$ cat src/rtl/mips_divider.sv
// Radix-2 restoring divider for DIV/DIVU: WIDTH restoring steps, then a sign fix-up,
// with a start/busy/done handshake toward the pipeline.
//   state | meaning
//   IDLE  | waiting for div_start; latches operands on acceptance
//   RUN   | one restoring step per clock, WIDTH steps
//   FIX   | sign correction and result write, raises div_done
//   DONE  | div_done cycle, returns to IDLE
module mips_divider #(
   parameter int WIDTH = 32
) (
   input  logic             clk,
   input  logic             rst,
   input  logic             div_start,
   input  logic             div_signed,
   input  logic [WIDTH-1:0] div_dividend,
   input  logic [WIDTH-1:0] div_divisor,
   output logic             div_busy,
   output logic             div_done,
   output logic [WIDTH-1:0] div_quotient,
   output logic [WIDTH-1:0] div_remainder,
   output logic             div_by_zero
);
   localparam int CW = $clog2(WIDTH) + 1;
   localparam logic [CW-1:0] LAST = CW'(WIDTH - 1);

   typedef enum logic [1:0] {IDLE, RUN, FIX, DONE} state_t;

   state_t           state, state_nxt;
   logic [CW-1:0]    cnt;
   logic [WIDTH-1:0] rem, quo, dvs, raw_dvd;
   logic             q_neg, r_neg, dz;

   logic             dvd_neg, dvs_neg;
   logic [WIDTH-1:0] dvd_abs, dvs_abs, q_fix, r_fix;
   logic [WIDTH:0]   shifted, diff;

   always_comb begin
      dvd_neg = div_signed & div_dividend[WIDTH-1];
      dvs_neg = div_signed & div_divisor[WIDTH-1];
      dvd_abs = dvd_neg ? -div_dividend : div_dividend;
      dvs_abs = dvs_neg ? -div_divisor : div_divisor;
      shifted = {rem, quo[WIDTH-1]};
      diff    = shifted - {1'b0, dvs};
      // divide by zero bypasses sign correction and reports the raw dividend
      q_fix   = dz ? '1 : (q_neg ? -quo : quo);
      r_fix   = dz ? raw_dvd : (r_neg ? -rem : rem);
   end

   always_comb begin
      state_nxt = state;
      case (state)
         IDLE:    if (div_start) state_nxt = RUN;
         RUN:     if (cnt == LAST) state_nxt = FIX;
         FIX:     state_nxt = DONE;
         DONE:    state_nxt = IDLE;
         default: state_nxt = IDLE;
      endcase
   end

   assign div_busy = (state != IDLE);

   always_ff @(posedge clk or posedge rst) begin
      if (rst) begin
         state         <= IDLE;
         cnt           <= '0;
         rem           <= '0;
         quo           <= '0;
         dvs           <= '0;
         raw_dvd       <= '0;
         q_neg         <= 1'b0;
         r_neg         <= 1'b0;
         dz            <= 1'b0;
         div_done      <= 1'b0;
         div_quotient  <= '0;
         div_remainder <= '0;
         div_by_zero   <= 1'b0;
      end else begin
         state    <= state_nxt;
         div_done <= (state == FIX);
         case (state)
            IDLE: begin
               if (div_start) begin
                  raw_dvd <= div_dividend;
                  quo     <= dvd_abs;
                  dvs     <= dvs_abs;
                  rem     <= '0;
                  cnt     <= '0;
                  q_neg   <= dvd_neg ^ dvs_neg;
                  r_neg   <= dvd_neg;
                  dz      <= (div_divisor == '0);
               end
            end
            RUN: begin
               if (!diff[WIDTH]) begin
                  rem <= diff[WIDTH-1:0];
                  quo <= {quo[WIDTH-2:0], 1'b1};
               end else begin
                  rem <= shifted[WIDTH-1:0];
                  quo <= {quo[WIDTH-2:0], 1'b0};
               end
               cnt <= cnt + CW'(1);
            end
            FIX: begin
               div_quotient  <= q_fix;
               div_remainder <= r_fix;
               div_by_zero   <= dz;
            end
            default: ;
         endcase
      end
   end
endmodule

$ cat config.mk
export PLATFORM = sky130hd
export DESIGN_NAME = mips_divider
export DESIGN_NICKNAME = d
export VERILOG_FILES = /design/src/rtl/mips_divider.sv
export SDC_FILE = /design/constraint.sdc
export NUM_CORES = 1
export LEC_CHECK = 0
export BUFFER_PORTS_ARGS = -buffer_cell sky130_fd_sc_hd__buf_4
export CORE_ASPECT_RATIO = 1.25
export CORE_MARGIN = 3
export CORE_UTILIZATION = 40
export DETAILED_ROUTE_END_ITERATION = 12
export SYNTH_ARGS = -nofsm -noshare
export SYNTH_HDL_FRONTEND = slang
export SYNTH_SLANG_ARGS = --single-unit
$ cat constraint.sdc
create_clock -name clk -period 13.9 [get_ports clk]
set_input_delay 0.695 -clock clk [delete_from_list [all_inputs] [get_ports clk]]
set_output_delay 0.695 -clock clk [all_outputs]
set_load 0.01 [all_outputs]
==> metrics.md <==
| Metric | Value |
|---|---|
| Hold Path Class | input port to async pin |
| Die Width | 164 um |
| Hold buffer count at CTS | 0 |
| Vias/cell | 5.41 |
| Final period utilization | 25.8% |
| Non-filler cells in the finished layout | 1872 |
| Global-route wire length before repair | 53300 um |
| Area taken by flip-flops and latches | 5130 um^2 |
| Post-Syn Instances | 1356 |
| Post-synth net total | 1465 |
| Router iterations before antenna repair | 4 |
| Die height | 204 um |
| Worst-Skew Late Latency | 0.52 ns |
| Drc violations | 0 |
| CP Capture Type | register |
| Worst R2R Setup Slack | 10.31 ns |
| Post-route minimum period | 3.59 ns |
| Synth unique cells | 66 |
| Slowest-stage cell, CP | dfrtp_1 |
| Cell Rows | 71 |
| Antenna Nets Post-Route | 0 |
| Drt first-iter violations | 552 |
| Routed wire length | 32800 um |
| Clock Skew | 0.0126 ns |
| Gr ovfl total | 0 |
| Placed insts | 1833 |
| Crit path kind | register to register |
| Final Setup Violations | 0 |
| Nets@finish | 1566 |
| Final hold vios | 0 |
| Worst slew margin | 27.8% |
| Layout overhead on the synthesized area | 16.6% |
| FF-to-FF Start | rem[19]$_DFFE_PP0P_ |
| CTS H-Tree Depth | 1 |
| Vias in the first global route | 10100 |
| Hpwl dp | 24300 um |
| Crit path DAT | 4.01 ns |
| Pwr Total | 3.80 mW |
| Fmax | 279 MHz |
| Synthesized flop and latch total | 205 |
| Worst-path maximum fanout | 32 |
| Layout cell share with drive strength beyond 1 | 17.5% |
| # diodes | 0 |
| Total CTS buffers | 23 |
| Max clock buf depth | 3 |
| Area of the multi-input gates | 6960 um^2 |
| Max cap viols | 0 |
| RR Endpoint | rem[24]$_DFFE_PP0P_ |
| Slew @ Worst Pin | 1.08 ns |
| Post-synth EDFFs | 0 |
| P_leak | 6.35 nW |
| Reg2Reg Depth | 10 |
| Final Max Tran Viols | 0 |
| Seq/Total Area, Yosys | 40.9% |
| Largest net degree at the start of global routing | 92 |
| CP required | 14.33 ns |
| Fillers | 2982 |
| Share of async-settable or async-resettable flops after synthesis | 100% |
| Critical Path, Cell by Cell | ha_1 -> a21o_1 -> a21oi_1 -> o211ai_1 -> a221o_1 -> a221o_1 -> nor3_4 -> buf_4 -> nand2_1 -> o21ai_0 |
| Top cell by count, worst path | a221o_1 |
| Bufs and invs on worst path | 1 |
| Syn_area_per_cell | 9.26 um^2 |
| Worst-path clk slew | 0.06 ns |
| Final Wtd Congestion | 0.864 |
| CP Launch Type | register |
| Initial core utilization | 41.1% |
| Setup TNS | 0 ns |
| Largest stage delay on the critical path | 0.46 ns |
| Setup repair after global routing missed its margin | no |
| Routed len/inst | 17.5 um |
| Syn Std Cell Area | 12600 um^2 |
| Main synth FF type | dfrtp_1 |
| CTS tree | built |
| Root Buffer | clkbuf_16 |
| Min Hold Slack | 0.282 ns |
| DIE AREA | 33600 um^2 |
| # resized after CTS | 0 |
| Post-CTS Setup Inserts | 0 |
| Total track usage | 19.4% |
| Input/output buffers | 134 |
| Initial antenna violation count | 0 |
| Peak VDD IR | 80.7 uV |
| I/O pin count | 135 |
| Ys Warns | 0 |
| Clock tree sinks | 205 |
| Status | finished clean |
| Via count | 10133 |
| Kind of cell adding the most delay to the critical path | compound AO/OA/AOI/OAI gates |
| Power Dens Cells | 259 nW/um^2 |
| Core area | 30600 um^2 |
==> synthesized netlist by cell type (all sizes together) (3+ instances only) <==
master,number,area share (%)
or3,14,0.70
a21o,16,0.96
nand3,12,0.48
buf,10,0.43
xnor2,78,5.4
inv,56,1.7
xor2,70,4.9
o22ai,10,0.50
mux2i,26,2.1
o21ai,158,6.3
ha,40,4.0
o31ai,25,1.6
nand2,149,4.5
clkbuf,60,1.8
a221o,3,0.24
nor3,16,0.73
nor4,14,0.85
dfrtp,205,41
nand2b,16,0.80
nor2b,7,0.35
nand4,4,0.20
a22oi,25,1.5
a21oi,86,3.5
and2,9,0.45
nor3b,7,0.42
and3,6,0.30
a31oi,7,0.35
o21bai,3,0.18
o41ai,14,1.1
o21a,8,0.48
or4,9,0.57
mux2,57,5.1
o211ai,7,0.42
o22a,31,2.2
nor2,63,1.9
or2,6,0.30
==> cell families after synthesis <==
kind of cell,share of synthesized area (%)
compound gates,20.6
simple gates,12.9
flops,40.9
xor+xnor,10.3
buf+inv,3.90
mux,7.19
fa+ha+maj,4.15
==> stage by stage <==
step | setup WS (ns) | cell area [um^2] | utilization (%)
floorplan | 7.61 | 12600 | -
global placement | 10.41 | 13900 | 45.5
detailed placement | 10.29 | 13900 | 45.5
CTS | 10.28 | 14600 | 47.9
global route | 10.04 | 14600 | 47.9
finish | 10.31 | 14600 | 47.9
==> routing by layer <==
metal  part of all wire [%]  vias to the layer above  global-route usage [%]  wire, um
li1                       -                     5045                       -         -
met1                     45                     4852                    25.4     14600
met2                     48                      182                    33.4     15900
met3                    3.7                       54                    2.21      1220
met4                    3.2                        0                    6.53      1060
met5                      0                        -                       0         0
==> report_power, final <==
group | internal, mW | total, mW | switching (mW) | leakage [nW]
clock network | 0.361 | 0.607 | 0.245 | 0.363
logic | 0.920 | 2.06 | 1.14 | 3.45
registers | 0.869 | 1.13 | 0.264 | 2.55
==> worst reg2reg max path, delay by kind of cell (launching register included) <==
kind                       cells  cell delay (ns)
adders and majority gates      1             0.43
and+or+nand+nor                2             0.53
buffers and inverters          1             0.44
AOI/OAI and AO/OA              6             1.64
DFF                            1             0.46
==> placed cells by master, fill, tap and decap left out, types with 25 or more instances in the layout <==
| cell type | netlist | layout |
|---|---|---|
| a21oi_1 | 85 | 85 |
| xnor2_1 | 78 | 78 |
| mux2i_1 | 26 | 26 |
| nor2_1 | 63 | 63 |
| xor2_1 | 70 | 70 |
| a22oi_1 | 25 | 25 |
| inv_1 | 56 | 55 |
| ha_1 | 40 | 39 |
| buf_4 | 2 | 146 |
| o21ai_1 | 25 | 25 |
| o22a_1 | 31 | 31 |
| dfrtp_1 | 205 | 204 |
| o21ai_0 | 133 | 132 |
| nand2_1 | 149 | 148 |
| mux2_2 | 57 | 57 |
==> state kept, by name, indices dropped and copies added, names as in the netlist <==
name / cells
rem: 32
state: 2
div_quotient: 32
raw_dvd: 32
quo: 32
dvs: 32
r_neg: 1
div_by_zero: 1
div_done: 1
cnt: 6
dz: 1
div_remainder: 32
q_neg: 1
==> final cells by class <==
type | count | area share [%]
clock buffers | 32 | 4.43
multi-input cells | 1025 | 47.5
flip-flops and latches | 205 | 35.0
inverters | 56 | 1.49
well taps | 401 | 3.43
clock inverters | 7 | 0.624
repair buffers | 146 | 7.48
==> how the worst max path moves through the flow <==
stage | from | end | slack, ns | cells after the start
after floorplan | rst | cnt[0]$_DFFE_PP0P_ | 7.61 | 1
after global placement | rem[19]$_DFFE_PP0P_ | rem[31]$_DFFE_PP0P_ | 10.41 | 10
after detailed placement | rem[19]$_DFFE_PP0P_ | rem[24]$_DFFE_PP0P_ | 10.29 | 10
after CTS | rem[19]$_DFFE_PP0P_ | rem[24]$_DFFE_PP0P_ | 10.28 | 10
after global routing | rem[19]$_DFFE_PP0P_ | rem[30]$_DFFE_PP0P_ | 10.04 | 10
final | rem[19]$_DFFE_PP0P_ | rem[24]$_DFFE_PP0P_ | 10.31 | 10
Power figures use the tool's default switching activity.
